--- config.mk ---
export PLATFORM = sky130hd
export DESIGN_NAME = lock_seq_ctrl
export DESIGN_NICKNAME = d
export VERILOG_FILES = /design/src/rtl/lock_pkg.sv /design/src/rtl/lock_timer.sv /design/src/rtl/lock_seq_ctrl.sv
export SDC_FILE = /design/constraint.sdc
export NUM_CORES = 1
export LEC_CHECK = 0
export BUFFER_PORTS_ARGS = -buffer_cell sky130_fd_sc_hd__buf_2
export CORE_UTILIZATION = 49
export CTS_CLUSTER_DIAMETER = 120
export CTS_CLUSTER_SIZE = 40
export DETAILED_ROUTE_END_ITERATION = 10
export PLACE_DENSITY = 0.76
export SLEW_MARGIN = 0
export SYNTH_ARGS = -nofsm -noshare
export SYNTH_HDL_FRONTEND = slang
export SYNTH_SLANG_ARGS = --single-unit
--- constraint.sdc ---
create_clock -name clk -period 5.35 [get_ports clk]
set_input_delay 0.8025 -clock clk [delete_from_list [all_inputs] [get_ports clk]]
set_output_delay 0.8025 -clock clk [all_outputs]
set_load 0.05 [all_outputs]
--- src/rtl/lock_pkg.sv ---
// Shared types and helpers for the combination-lock sequencing controller.
package lock_pkg;

    localparam int CODE_W_DEFAULT = 16;

    typedef enum logic [2:0] {
        ST_UNSET   = 3'd0,
        ST_LOCKED  = 3'd1,
        ST_CHECK   = 3'd2,
        ST_OPEN    = 3'd3,
        ST_LOCKOUT = 3'd4
    } state_t;

    // Wide enough to hold max(open, lockout) - 1, never narrower than one bit.
    function automatic int timer_width(input int open_cycles, input int lockout_cycles);
        int longest;
        longest = (open_cycles > lockout_cycles) ? open_cycles : lockout_cycles;
        return (longest <= 1) ? 1 : $clog2(longest);
    endfunction

endpackage

--- src/rtl/lock_timer.sv ---
// Loadable down-counter that saturates at zero; shared by the OPEN and LOCKOUT windows.
module lock_timer #(
    parameter int W = 4
) (
    input  logic         clk,
    input  logic         reset_n,
    input  logic         load,
    input  logic [W-1:0] load_val,
    input  logic         en,
    output logic         zero
);

    logic [W-1:0] count;

    // NOTE: sequential state uses non-blocking assignments so every flop samples pre-edge values.
    always_ff @(posedge clk or negedge reset_n) begin
        if (!reset_n) begin
            count <= '0;
        end else if (load) begin
            count <= load_val;
        end else if (en && (count != '0)) begin
            count <= count - 1'b1;
        end
    end

    assign zero = (count == '0);

endmodule

--- src/rtl/lock_seq_ctrl.sv ---
// Sequencing controller for the combination lock: enrol, attempt/compare,
// timed unlock window and retry limit with timed lockout.
module lock_seq_ctrl
    import lock_pkg::*;
#(
    parameter int CODE_W         = CODE_W_DEFAULT,
    parameter int MAX_TRIES      = 3,
    parameter int OPEN_CYCLES    = 8,
    parameter int LOCKOUT_CYCLES = 16
) (
    input  logic                           clk,
    input  logic                           reset_n,
    input  logic [CODE_W-1:0]              code_in,
    input  logic                           code_valid,
    input  logic                           enroll,
    input  logic                           relock,
    output logic                           code_ready,
    output logic                           unlock,
    output logic                           alarm,
    output logic                           match_pulse,
    output logic                           fail_pulse,
    output logic [$clog2(MAX_TRIES+1)-1:0] tries_left,
    output logic [2:0]                     state_o
);

    localparam int TRIES_W = $clog2(MAX_TRIES + 1);
    localparam int TIMER_W = timer_width(OPEN_CYCLES, LOCKOUT_CYCLES);

    state_t               state, next_state;
    logic [CODE_W-1:0]    stored, candidate;
    logic [TRIES_W-1:0]   next_tries;
    logic                 store_en, cand_en, match_d, fail_d;
    logic                 timer_load, timer_en, timer_zero;
    logic [TIMER_W-1:0]   timer_val;
    logic                 xfer;

    lock_timer #(.W(TIMER_W)) u_timer (
        .clk      (clk),
        .reset_n  (reset_n),
        .load     (timer_load),
        .load_val (timer_val),
        .en       (timer_en),
        .zero     (timer_zero)
    );

    assign code_ready = (state == ST_UNSET) || (state == ST_LOCKED) || (state == ST_OPEN);
    assign xfer       = code_valid && code_ready;
    assign timer_en   = (state == ST_OPEN) || (state == ST_LOCKOUT);
    assign state_o    = state;

    always_comb begin
        // NOTE: every output of this block gets a default first, so no path can infer a latch.
        next_state = state;
        next_tries = tries_left;
        store_en   = 1'b0;
        cand_en    = 1'b0;
        match_d    = 1'b0;
        fail_d     = 1'b0;
        timer_load = 1'b0;
        timer_val  = '0;

        unique case (state)
            ST_UNSET: begin
                if (xfer && enroll) begin
                    store_en   = 1'b1;
                    next_state = ST_LOCKED;
                end
            end
            ST_LOCKED: begin
                if (xfer && enroll) begin
                    fail_d = 1'b1;
                end else if (xfer) begin
                    cand_en    = 1'b1;
                    next_state = ST_CHECK;
                end
            end
            ST_CHECK: begin
                if (candidate == stored) begin
                    next_state = ST_OPEN;
                    match_d    = 1'b1;
                    next_tries = TRIES_W'(MAX_TRIES);
                    timer_load = 1'b1;
                    timer_val  = TIMER_W'(OPEN_CYCLES - 1);
                end else if (tries_left > TRIES_W'(1)) begin
                    next_tries = tries_left - 1'b1;
                    fail_d     = 1'b1;
                    next_state = ST_LOCKED;
                end else begin
                    next_tries = '0;
                    fail_d     = 1'b1;
                    timer_load = 1'b1;
                    timer_val  = TIMER_W'(LOCKOUT_CYCLES - 1);
                    next_state = ST_LOCKOUT;
                end
            end
            ST_OPEN: begin
                // Early exits clear the timer so it rests at zero while LOCKED.
                if (xfer && enroll) begin
                    store_en   = 1'b1;
                    timer_load = 1'b1;
                    next_state = ST_LOCKED;
                end else if (relock) begin
                    timer_load = 1'b1;
                    next_state = ST_LOCKED;
                end else if (timer_zero) begin
                    next_state = ST_LOCKED;
                end
            end
            ST_LOCKOUT: begin
                if (timer_zero) begin
                    next_tries = TRIES_W'(MAX_TRIES);
                    next_state = ST_LOCKED;
                end
            end
            default: next_state = ST_UNSET;
        endcase
    end

    always_ff @(posedge clk or negedge reset_n) begin
        if (!reset_n) begin
            // NOTE: the stored code is reset too, so a reset always forces re-enrolment.
            state       <= ST_UNSET;
            stored      <= '0;
            candidate   <= '0;
            tries_left  <= TRIES_W'(MAX_TRIES);
            unlock      <= 1'b0;
            alarm       <= 1'b0;
            match_pulse <= 1'b0;
            fail_pulse  <= 1'b0;
        end else begin
            state       <= next_state;
            if (store_en) stored    <= code_in;
            if (cand_en)  candidate <= code_in;
            tries_left  <= next_tries;
            unlock      <= (next_state == ST_OPEN);
            alarm       <= (next_state == ST_LOCKOUT);
            match_pulse <= match_d;
            fail_pulse  <= fail_d;
        end
    end

endmodule

Word-level counts from Yosys, hierarchy flattened:

Cells that the tools add are included.

* bits in registers: 45

* eq/ne operators: 8
* add/subtract/negate cells: 2
* reduce and logical (&&, ||, !) cells: 13
* $lt $le $gt $ge: 1
* mux-type cells: 32

Operators by type and width (count)
* 3-bit 2-to-1 mux: 8
* 4-bit 2-to-1 mux: 5
* 16-bit == test: 1
* 3-bit one-hot mux with 5 select lines: 1
* 1-bit 2-to-1 mux: 12
* 3-bit by 2-bit == test with 1-bit output, second input constant: 3
* 3-bit == test, second input constant: 2
* 2-bit 2-to-1 mux: 3
* 4-bit logical NOT: 1
* 1-bit one-hot mux with 2 select lines: 2
* 2-bit one-hot mux with 2 select lines: 1
* 2-bit nonzero test: 2
* 4-bit nonzero test: 1
* 4-bit by 1-bit subtractor with 4-bit output, second input constant: 1
* 3-bit by 1-bit == test with 1-bit output, second input constant: 1
* 1-bit logical AND: 3
* 3-bit logical NOT: 1
* 1-bit logical OR: 3
* 2-bit by 1-bit > comparator with 1-bit output, second input constant: 1
* 2-bit inequality test, second input constant: 1
* 2-bit AND reduction: 1
* 2-bit OR reduction: 1
* 2-bit by 1-bit subtractor with 2-bit output, second input constant: 1

Longest topological paths before layout:

Gate-level depths: netlist (run 1).

* word-level depth: 8
* gate-level depth with buffers: 7
* gate-level depth less buffers: 6

Cells and area by module:

From an unflattened synthesis (run 1), not the netlist that was laid out.

* cell total of the unflattened synthesis: 171
* area total of the unflattened synthesis: 2218.4 sq um

Modules (own cells, without submodules)
* lock_seq_ctrl: instances 1, area each 1948.1 sq um, cells each 144
* lock_timer: instances 1, area each 270.3 sq um, cells each 27

Least setup slack after synthesis (run 1):

OpenSTA, ideal clock, no wires.

* path kind: flip-flop to flip-flop
* start: reg state[0] (netlist: state_o[0])
* end: reg stored[10]
* library setup time: 125 ps
* data required time: 5225 ps
* cell stages (with the launch flop): 8
* clock period less this slack: 2708 ps
* arrival: 2583 ps
* slack: 2642 ps
* cell sequence: dfrtp_1 > buf_6 > inv_4 > a21oi_1 > o2111a_1 > buf_4 > buf_8 > mux2_2

* word-level cells in the longest chain between the ends: 7

RTL lines
* start: declaration: RTL line lock_seq_ctrl.sv:29 `state_t state, next_state;`
* start signal: assignment: RTL line lock_seq_ctrl.sv:131 `state <= next_state;`
* 3-bit by 1-bit == test with 1-bit output or 3-bit logical NOT (tied branches): RTL line lock_seq_ctrl.sv:46 `assign code_ready = (state == ST_UNSET) || (state == ST_LOCKED) || (state == ST_OPEN);`
* 1-bit logical OR: RTL line lock_seq_ctrl.sv:46
* 1-bit logical OR (*): RTL line lock_seq_ctrl.sv:46
* net code_ready: RTL line lock_seq_ctrl.sv:17 `output logic code_ready,`
* 1-bit logical AND (*): RTL line lock_seq_ctrl.sv:47 `assign xfer = code_valid && code_ready;`
* 1-bit logical AND (*): RTL line lock_seq_ctrl.sv:64, lock_seq_ctrl.sv:98
* 1-bit 2-to-1 mux (*): RTL line lock_seq_ctrl.sv:64, lock_seq_ctrl.sv:98
* 1-bit 2-to-1 mux (*)
* end signal: assignment: RTL line lock_seq_ctrl.sv:132 `if (store_en) stored <= code_in;`
* end: declaration: RTL line lock_seq_ctrl.sv:30 `logic [CODE_W-1:0] stored, candidate;`

The timed path passes the listed nets; every way through them passes the cells marked *.
A chain may end at the register's enable or synchronous reset.

Final worst setup path (run 1):

* start: reg state[0] (netlist: state_o[0])
* end: out code_ready

* word-level cells in the longest chain between the ends: 3

RTL lines (RTL line)
* 3-bit by 1-bit == test with 1-bit output or 3-bit logical NOT (tied branches): lock_seq_ctrl.sv:46
* 1-bit logical OR: lock_seq_ctrl.sv:46
* 1-bit logical OR (*): lock_seq_ctrl.sv:46
* end: declaration: lock_seq_ctrl.sv:17

Mark *: on every way between the ends. The rest lies on a longest branch, timed or not.

==> results of run 1 <==
[layout by cell type, fill, tap and decap left out, drive strengths merged, types with 2 or more instances in the layout]
master | netlist | layout
a21o | 2 | 2
a21oi | 4 | 4
a22o | 2 | 2
a31oi | 2 | 2
buf | 9 | 31
clkbuf | 1 | 8
dfrtp | 43 | 43
dfstp | 2 | 2
inv | 5 | 5
mux2 | 32 | 32
nand2 | 2 | 2
nand2b | 2 | 2
nor2 | 5 | 5
nor3 | 2 | 2
nor3b | 5 | 5
nor4 | 5 | 5
o211ai | 6 | 6
o21a | 2 | 2
o21ai | 4 | 4
or3b | 2 | 2
xor2 | 16 | 16
[worst max path at each step]
stage,startpoint,end,cells after the start
after floorplan,state_o[0],stored[10],7
after global placement,code_valid,stored[9],3
after detailed placement,code_valid,stored[9],3
after CTS,state_o[0],code_ready,3
after global routing,state_o[0],code_ready,3
final,state_o[0],code_ready,3
[cell families after synthesis]
group	synth area share (%)
buf+inv	5.01
simple gates	8.59
mux	18.4
compound gates	9.78
flops	51.3
xor+xnor	6.37
fa+ha+maj	0.569
[critical path: cells and delay by family, from the launching register on]
family | cells | cell delay [ns]
AOI/OAI and AO/OA | 1 | 0.19
buffers and inverters | 2 | 0.36
DFF | 1 | 0.55
[report_power, final]
group          total, mW  internal [mW]  switching [mW]
Sequential         0.644          0.508           0.136
Clock              0.200         0.0928           0.107
Combinational      0.573          0.286           0.287
Total               1.42          0.887           0.530
[sequential cells by signal, indices dropped and copies added (netlist names)]
| signal | cells |
|---|---|
| fail_pulse | 1 |
| candidate | 16 |
| unlock | 1 |
| match_pulse | 1 |
| tries_left | 2 |
| stored | 16 |
| u_timer.count | 4 |
| state_o | 3 |
| alarm | 1 |
[routing by layer]
| metal | up-vias | part of all wire, % | track usage [%] |
|---|---|---|---|
| met5 | - | 0 | 0 |
| met4 | 0 | 1.7 | 8.84 |
| met3 | 7 | 4.0 | 5.41 |
| met2 | 27 | 48 | 27.7 |
| met1 | 668 | 47 | 21.6 |
| li1 | 655 | - | - |
[layout make-up]
type / instances / area [um^2]
clock buffers: 8 / 80.1
fillers: 381 / 1910
flip-flops and latches: 45 / 1130
well taps: 52 / 65.1
multi-input cells: 106 / 961
inverters: 5 / 21.3
repair buffers: 31 / 158
[stage by stage]
step | worst slack [ns] | hold WS [ns] | utilization [%] | instances | power, mW
finish | 3.15 | 0.514 | 55.8 | 247 | 1.42
global route | 3.05 | 0.546 | 55.8 | 247 | 1.52
CTS | 3.12 | 0.519 | 55.8 | 247 | 1.43
detailed placement | 3.19 | 0.502 | 54.0 | 239 | 1.23
global placement | 3.22 | 0.490 | 54.0 | 239 | 1.21
floorplan | 2.64 | 0.479 | - | 166 | 1.13
==> qor.txt, run 1 <==
STA
----------------------------------------------------------------------------------------------------
Setup TNS after final layout                                                                    0 ns
Final Max Tran Viols                                                                               0
Minimum period implied by the final worst setup slack                                        2.20 ns
Fmax achieved                                                                                454 MHz
Number of setup violations in the final report                                                     0
Setup repair after global routing missed its margin                                               no
Measured slew at the worst slew-check pin                                                   0.955 ns
Tcrit/Tclk final                                                                               41.2%
Worst setup skew after layout                                                             0.00777 ns
Worst slew slack as a fraction of its limit                                                    36.4%
Hold violation count in the final report                                                           0

SYNTHESIS
----------------------------------------------------------------------------------------------------
Ys async rst share                                                                              100%
Count of mapped cells out of synthesis                                                           166
Syn_area_per_cell                                                                          13.3 um^2
Largest cells by area after synthesis                                                   sky130_fd_sc_hd__dfrtp_1 (49%), sky130_fd_sc_hd__mux2_2 (11%), sky130_fd_sc_hd__xor2_1 (6.4%), sky130_fd_sc_hd__mux2_4 (6.1%), sky130_fd_sc_hd__dfstp_2 (2.4%)
Count of flip-flops with a built-in enable after synthesis                                         0
Syn_nets                                                                                         188
Number of warnings issued by yosys                                                                 0
Top FF cell, synth                                                                      sky130_fd_sc_hd__dfrtp_1
Most repeated cell in the gate-level netlist after synthesis                            sky130_fd_sc_hd__dfrtp_1
Flip-flop and latch count after synthesis                                                         45
Netlist cell types                                                                                44
Post-synthesis instance area                                                            0.00220 mm^2
Area fraction of the dominant cell type after synthesis                                        48.9%
Leading post-synthesis cells by instance count                                          sky130_fd_sc_hd__dfrtp_1 (43), sky130_fd_sc_hd__mux2_2 (22), sky130_fd_sc_hd__xor2_1 (16)
Area leader, netlist                                                                    sky130_fd_sc_hd__dfrtp_1
Part of the Yosys area used for sequential elements                                            51.3%

DETAILED ROUTING
----------------------------------------------------------------------------------------------------
DRT iter0 DRCs                                                                                    58
Total Routed Length                                                                          3670 um
Post-DRT Antenna Nets                                                                              0
Total iterations of the first detailed-routing run                                                 4
Total number of vias                                                                           1,357
Residual DRC count                                                                                 0
Average wire per standard cell                                                               14.8 um
Routed vias/inst                                                                                5.49

POWER AND IR DROP
----------------------------------------------------------------------------------------------------
Leakage dissipation                                                                          1.08 nW
Pwr dens                                                                                 587 mW/mm^2
Peak supply drop                                                                            0.243 mV

GLOBAL ROUTE
----------------------------------------------------------------------------------------------------
Maximum number of pins on one net before global-route repair                                      46
Global routing usage summed across all routing layers                                          17.5%
Wire length of the first global-routing pass                                                 6520 um
Via count of the first global-routing pass                                                     1,424
GR Overflow Total                                                                                  0
Initial antenna violation count                                                                    0

FLOW RUN
----------------------------------------------------------------------------------------------------
# Max-Cap Violations                                                                               0

WORST HOLD PATH
----------------------------------------------------------------------------------------------------
Count of cells along the worst hold path                                                           1
Worst Hold Path EP                                                                        stored[14]
Startpoint of the lowest-slack hold path                                                  stored[14]
Type of the most critical hold path                                                       reg -> reg

PLACE
----------------------------------------------------------------------------------------------------
Number of I/O port buffers                                                                        30
Cell area reported after detailed placement                                             0.00233 mm^2
Final weighted congestion in routability-driven placement                                      0.843
Final HPWL DP                                                                                2560 um

CLOCKING
----------------------------------------------------------------------------------------------------
Max Root-Sink Buffers                                                                              2
TritonCTS buffer count                                                                             5
TritonCTS clock tree                                                                             yes
CTS Root Cell                                                                           sky130_fd_sc_hd__clkbuf_8
Post-cts repair resize count                                                                       0
Clock-pin slew reported for the worst setup and hold paths after clock tree synthesis        0.08 ns
Number of levels the H-tree was split into                                                         2
Clk_lat worst skew                                                                           0.30 ns
Cts hold-fix bufs                                                                                  0
Post-CTS setup repair buffer count                                                                 0
Clock sink total                                                                                  45

STATUS
----------------------------------------------------------------------------------------------------
Run status                                                                              finished, final reports clean

WORST SETUP PATH
----------------------------------------------------------------------------------------------------
CP max stage cell                                                                       sky130_fd_sc_hd__dfrtp_1
CP cell instances                                                                       inv_4 > a21oi_1 > buf_2
Setup slack on the worst flop-to-flop path                                                   3.31 ns
Worst endpoint required time                                                                 4.55 ns
Startpoint Class                                                                           flip-flop
Maximum fanout along the worst path                                                                9
Terminus of the critical flop-to-flop path                                                stored[10]
Setup crit end kind                                                                     primary output
Arrival time worst endpoint                                                                  1.40 ns
Crit Reg-Reg Startpoint                                                                   state_o[0]
Critical setup path kind                                                                  reg -> out
FF-to-FF path depth                                                                                4
Largest stage delay on the critical path                                                     0.55 ns

FINAL LAYOUT
----------------------------------------------------------------------------------------------------
Area of all placed cells without fillers                                                0.00241 mm^2
Share of layout cells above drive strength 1                                                   38.5%
Antenna cells                                                                                      0
Layout net count                                                                                 216
Relative area change from synthesis to final layout                                            9.73%

DIE
----------------------------------------------------------------------------------------------------
Area enclosed by the die boundary                                                       0.00476 mm^2
Total core area                                                                         0.00432 mm^2
Number of core rows                                                                               24
Initial Util                                                                                   50.9%
Die Y                                                                                          69 um
# IOs                                                                                             31
Die X-Extent                                                                                   69 um

Power figures use the tool's default switching activity.
==> inputs of run 2 (changes only) <==
- PLACE_DENSITY: 0.76 -> 0.79
- clock period: 5.35 -> 1.85 ns (I/O delays scaled with it)
==> run 2 against run 1 <==
Cell count grew 2.8%; total power rose to 3.2 times the previous value; register-to-register slack lost 3.2 ns; clock-buffer cell count fell by 1; cell area grew 7.2%; die area did not move; critical path depth up 3; core utilization up 4.0 points; global-route usage rose by 0.63 points; non-clock buffer count rose by 7; clock power increased to 3.8 times the previous value; via count grew 2.4%.
==> qor.txt, run 2 (synthesis gave the netlist of run 1 again) <==
STATUS
----------------------------------------------------------------------------------------------------
Run status                                                                              finished, final reports clean

CLOCKING
----------------------------------------------------------------------------------------------------
Clk_lat worst skew                                                                           0.30 ns
Max Root-Sink Buffers                                                                              2
Number of levels the H-tree was split into                                                         2
Clock sink total                                                                                  45
CTS Root Cell                                                                           sky130_fd_sc_hd__clkbuf_8
Clock-pin slew reported for the worst setup and hold paths after clock tree synthesis        0.09 ns
TritonCTS clock tree                                                                             yes
TritonCTS buffer count                                                                             5
Post-CTS setup repair buffer count                                                                 0

FINAL LAYOUT
----------------------------------------------------------------------------------------------------
Relative area change from synthesis to final layout                                            17.6%
Leading cell types in the layout, fill and taps excluded                                sky130_fd_sc_hd__dfrtp_1 (40), sky130_fd_sc_hd__buf_2 (30), sky130_fd_sc_hd__mux2_4 (19), sky130_fd_sc_hd__xor2_1 (16), sky130_fd_sc_hd__mux2_2 (13)
Share of layout cells above drive strength 1                                                   44.1%
Antenna cells                                                                                      0
Commonest non-fill, non-tap cell in the layout                                          sky130_fd_sc_hd__dfrtp_1
Biggest regs                                                                            candidate x16, stored x16, u_timer.count x4
Layout net count                                                                                 223

POWER AND IR DROP
----------------------------------------------------------------------------------------------------
Fraction of power consumed by the clock network                                                17.0%
Peak supply drop                                                                            0.850 mV
Part of the power in combinational logic                                                       40.4%
Switch share                                                                                   35.8%
Pwr dens                                                                                1730 mW/mm^2
Cell-internal power                                                                          2.88 mW
Register share of total power                                                                  42.6%
Leakage dissipation                                                                          1.18 nW
Net switching power                                                                          1.61 mW

STA
----------------------------------------------------------------------------------------------------
Measured slew at the worst slew-check pin                                                   0.525 ns
WHS                                                                                         0.221 ns
Minimum period implied by the final worst setup slack                                        1.72 ns
Final Max Tran Viols                                                                               0
Number of setup violations in the final report                                                     0
Worst setup skew after layout                                                              0.0122 ns
Least setup slack across all paths after layout                                             0.132 ns
Setup TNS after final layout                                                                    0 ns
Tcrit/Tclk final                                                                               92.9%
Worst slew slack as a fraction of its limit                                                    65.0%
Fmax achieved                                                                                582 MHz
Setup repair after global routing missed its margin                                               no
Hold violation count in the final report                                                           0

PLACE
----------------------------------------------------------------------------------------------------
Final weighted congestion in routability-driven placement                                      0.929
Number of I/O port buffers                                                                        30
Final HPWL DP                                                                                2790 um
Minimum setup slack after placement                                                        0.0269 ns

DIE
----------------------------------------------------------------------------------------------------
Initial Util                                                                                   50.9%
Number of core rows                                                                               24
Die X-Extent                                                                                   69 um
Area enclosed by the die boundary                                                       0.00476 mm^2
# IOs                                                                                             31
Die Y                                                                                          69 um
Total core area                                                                         0.00432 mm^2

WORST SETUP PATH
----------------------------------------------------------------------------------------------------
FF-to-FF path depth                                                                                6
Worst endpoint required time                                                                 2.03 ns
Worst setup endpoint                                                                    u_timer.count[1]
Setup slack on the worst flop-to-flop path                                                   0.13 ns
Startpoint Class                                                                           flip-flop
Setup crit end kind                                                                        flip-flop
Terminus of the critical flop-to-flop path                                              u_timer.count[1]
Arrival time worst endpoint                                                                  1.90 ns
Critical setup path kind                                                                  reg -> reg
Origin of the worst setup path                                                          u_timer.count[0]
Maximum fanout along the worst path                                                                6
Crit Reg-Reg Startpoint                                                                 u_timer.count[0]

GLOBAL ROUTE
----------------------------------------------------------------------------------------------------
Via count of the first global-routing pass                                                     1,449
Maximum number of pins on one net before global-route repair                                      24
Initial antenna violation count                                                                    0
GR Overflow Total                                                                                  0
Global routing usage summed across all routing layers                                          18.1%
Wire length of the first global-routing pass                                                 6920 um

WORST HOLD PATH
----------------------------------------------------------------------------------------------------
Type of the most critical hold path                                                        in -> reg
Count of cells along the worst hold path                                                           2

FLOW RUN
----------------------------------------------------------------------------------------------------
# Max-Cap Violations                                                                               0

DETAILED ROUTING
----------------------------------------------------------------------------------------------------
Total Routed Length                                                                          3940 um
Routed vias/inst                                                                                5.47
DRT iter0 DRCs                                                                                    74
Average wire per standard cell                                                               15.5 um
Residual DRC count                                                                                 0
Post-DRT Antenna Nets                                                                              0
Total iterations of the first detailed-routing run                                                 5
Total number of vias                                                                           1,389

run 2: cell count changes in the layout (fill, tap and decap cells not counted), sizes merged:
cell	before	now
bufinv	0	1
clkbuf	8	7
dlygate4sd3	0	1
buf	31	37
run 2: layout make-up:
class                   count  area, um^2
well taps                  52        65.1
inverters                   5        23.8
repair buffers             38         238
clock inverters             1        30.0
flip-flops and latches     45        1130
fillers                   354        1740
clock buffers               7        86.3
multi-input cells         106        1010
run 2: repair_timing:
item,in CTS,in global routing
hold endpoints to repair,22,0
hold buffers,1,0
setup endpoints to repair,0,1
gates resized for setup,0,2
run 2: power groups by stage:
stage               clock (mW)  sequential [mW]  combinational [mW]
floorplan                    0             1.98                1.41
global placement             0             1.90                1.76
detailed placement           0             1.91                1.82
CTS                      0.779             1.91                1.83
global route             0.834             1.98                1.97
finish                   0.763             1.91                1.81
run 2: how the worst min path moves through the flow:
| stage | from | end | slack (ns) |
|---|---|---|---|
| 6_report | code_in[6] | candidate[6] | 0.22 |
| 5_1_grt | code_in[6] | candidate[6] | 0.21 |
| 3_5_place_dp | reset_n | candidate[11] | 0.28 |
| 2_1_floorplan | reset_n | alarm | -0.02 |
| 4_1_cts | code_in[6] | candidate[6] | 0.22 |
| 3_3_place_gp | reset_n | stored[9] | 0.28 |
run 2: critical path, stage by stage (launching register included):
cell and delay, ns:
sky130_fd_sc_hd__dfrtp_1 0.40, sky130_fd_sc_hd__inv_1 0.09, sky130_fd_sc_hd__ha_1 0.19, sky130_fd_sc_hd__or3b_4 0.43, sky130_fd_sc_hd__o21a_1 0.17, sky130_fd_sc_hd__o311ai_1 0.24
sky130_fd_sc_hd__a31oi_1 0.08
run 2: routing by layer:
layer  global-route usage [%]  wire length, um
met1                     25.3             1830
met2                     28.0             1920
met3                     4.68              148
met4                     4.99               38
met5                        0                0
run 2: per-stage QoR:
stage                     area (um^2)  power (mW)  utilization, %  cells
after CTS                        2580        4.51            59.8    254
after floorplan                  2260        3.39               -    166
after global placement           2460        3.66            56.9    245
final                            2590        4.48            59.8    254
after detailed placement         2460        3.73            56.9    245
after global routing             2590        4.78            59.8    254
==> inputs of run 3 (changes only) <==
- MAX_ROUTING_LAYER: default -> met4
==> run 3 against run 2 <==
Clock-buffer cell count unchanged; core utilization unchanged; sequential power hardly changed; total power about the same; fmax is 0.29% higher; register-to-register slack barely moved; largest power group unchanged; non-clock buffer count unchanged; die area unchanged; hold slack worse by 0.00059 ns; highest routed layer unchanged; combinational power barely moved.
==> qor.txt, run 3 (synthesis gave the netlist of run 1 again) <==
WORST HOLD PATH
----------------------------------------------------------------------------------------------------
Startpoint of the lowest-slack hold path                                                  code_in[6]
Count of cells along the worst hold path                                                           2
Type of the most critical hold path                                                        in -> reg
Worst Hold Path EP                                                                      candidate[6]

CLOCKING
----------------------------------------------------------------------------------------------------
TritonCTS buffer count                                                                             5
Number of levels the H-tree was split into                                                         2
TritonCTS clock tree                                                                             yes
Post-CTS setup repair buffer count                                                                 0
CTS Root Cell                                                                           sky130_fd_sc_hd__clkbuf_8
Max Root-Sink Buffers                                                                              2
Clock-pin slew reported for the worst setup and hold paths after clock tree synthesis        0.09 ns
Clk_lat worst skew                                                                           0.30 ns
Clock sink total                                                                                  45

FINAL LAYOUT
----------------------------------------------------------------------------------------------------
Layout net count                                                                                 223
Share of layout cells above drive strength 1                                                   44.1%
Non-filler cells, final                                                                          254
Leading cell types in the layout, fill and taps excluded                                sky130_fd_sc_hd__dfrtp_1 (40), sky130_fd_sc_hd__buf_2 (30), sky130_fd_sc_hd__mux2_4 (19), sky130_fd_sc_hd__xor2_1 (16), sky130_fd_sc_hd__mux2_2 (13)
Utilization after layout                                                                       59.8%
Commonest non-fill, non-tap cell in the layout                                          sky130_fd_sc_hd__dfrtp_1
Biggest regs                                                                            candidate x16, stored x16, u_timer.count x4
Area of all placed cells without fillers                                                0.00259 mm^2
Antenna cells                                                                                      0
Relative area change from synthesis to final layout                                            17.6%

POWER AND IR DROP
----------------------------------------------------------------------------------------------------
Leakage dissipation                                                                          1.18 nW
Pwr dens                                                                                1730 mW/mm^2
Power after layout                                                                           4.48 mW
Peak supply drop                                                                            0.850 mV

WORST SETUP PATH
----------------------------------------------------------------------------------------------------
Critical setup path kind                                                                  reg -> reg
Worst endpoint required time                                                                 2.03 ns
Startpoint Class                                                                           flip-flop
Crit Reg-Reg Startpoint                                                                 u_timer.count[0]
Terminus of the critical flop-to-flop path                                              u_timer.count[1]
FF-to-FF path depth                                                                                6
Setup crit end kind                                                                        flip-flop
Maximum fanout along the worst path                                                                6
Setup slack on the worst flop-to-flop path                                                   0.14 ns
Arrival time worst endpoint                                                                  1.89 ns

PLACE
----------------------------------------------------------------------------------------------------
Placed Cells incl. Taps                                                                          245
Final weighted congestion in routability-driven placement                                      0.945
Cell area reported after detailed placement                                             0.00246 mm^2
Minimum setup slack after placement                                                        0.0269 ns
Final HPWL DP                                                                                2790 um
Number of I/O port buffers                                                                        30

STA
----------------------------------------------------------------------------------------------------
Worst slew slack as a fraction of its limit                                                    64.9%
Final Max Tran Viols                                                                               0
Hold violation count in the final report                                                           0
Least setup slack across all paths after layout                                             0.137 ns
Setup TNS after final layout                                                                    0 ns
Number of setup violations in the final report                                                     0
Tcrit/Tclk final                                                                               92.6%
Measured slew at the worst slew-check pin                                                   0.526 ns
WHS                                                                                         0.220 ns
Fmax achieved                                                                                584 MHz
Minimum period implied by the final worst setup slack                                        1.71 ns
Worst setup skew after layout                                                              0.0127 ns
Setup repair after global routing missed its margin                                               no

GLOBAL ROUTE
----------------------------------------------------------------------------------------------------
GR Overflow Total                                                                                  0
Maximum number of pins on one net before global-route repair                                      24
Via count of the first global-routing pass                                                     1,450
Wire length of the first global-routing pass                                                 6910 um
Global routing usage summed across all routing layers                                          18.6%
Initial antenna violation count                                                                    0

DETAILED ROUTING
----------------------------------------------------------------------------------------------------
Post-DRT Antenna Nets                                                                              0
Residual DRC count                                                                                 0
Total Routed Length                                                                          3940 um
Routed vias/inst                                                                                5.44
Total iterations of the first detailed-routing run                                                 5
DRT iter0 DRCs                                                                                    73
Total number of vias                                                                           1,382
Average wire per standard cell                                                               15.5 um

DIE
----------------------------------------------------------------------------------------------------
Number of core rows                                                                               24
# IOs                                                                                             31
Die X-Extent                                                                                   69 um
Initial Util                                                                                   50.9%
Area enclosed by the die boundary                                                       0.00476 mm^2
Total core area                                                                         0.00432 mm^2
Die Y                                                                                          69 um

STATUS
----------------------------------------------------------------------------------------------------
Run status                                                                              finished, final reports clean

FLOW RUN
----------------------------------------------------------------------------------------------------
# Max-Cap Violations                                                                               0

==> run 3: cell counts in the layout (fill, tap and decap cells not counted) <==
Identical to the previous run, type by type.
==> run 3: cell type report <==
class	instances	area, um^2
tap	52	65.1
multi-input combinational	106	1010
clock inverter	1	30.0
fill	354	1740
sequential	45	1130
timing repair buffer	38	238
clock buffer	7	86.3
inverter	5	23.8
==> run 3: repair_timing <==
item,4_1_cts,5_1_grt
gates resized for setup,0,2
setup endpoints to repair,0,1
hold buffers,1,0
endpoints found under the hold margin,22,0
==> run 3: how the worst max path moves through the flow <==
stage,from,endpoint,slack [ns],cells after the start
global route,u_timer.count[0],u_timer.count[1],0.02,6
global placement,u_timer.count[0],u_timer.count[1],0.11,6
CTS,u_timer.count[0],u_timer.count[1],0.03,6
finish,u_timer.count[0],u_timer.count[1],0.14,6
detailed placement,u_timer.count[0],u_timer.count[1],0.03,6
floorplan,state_o[0],stored[10],-0.17,7
==> run 3: routing by layer <==
metal  up-vias  part of all wire (%)  GRT usage [%]
li1        664                     -              -
met1       687                    47           25.1
met2        25                    49           28.0
met3         6                   3.6           4.68
met4         0                  0.96           4.99
met5         -                     0              -
==> run 3: critical path: stages (launching register included) <==
cell and delay [ns]:
sky130_fd_sc_hd__dfrtp_1 0.40, sky130_fd_sc_hd__inv_1 0.09, sky130_fd_sc_hd__ha_1 0.19, sky130_fd_sc_hd__or3b_4 0.43, sky130_fd_sc_hd__o21a_1 0.17, sky130_fd_sc_hd__o311ai_1 0.24, sky130_fd_sc_hd__a31oi_1 0.08
==> run 3: power by group <==
group / internal [mW] / total (mW) / switching, mW / leakage [nW]
Clock: 0.441 / 0.763 / 0.323 / 0.0585
Sequential: 1.48 / 1.91 / 0.434 / 0.536
Combinational: 0.962 / 1.81 / 0.850 / 0.583
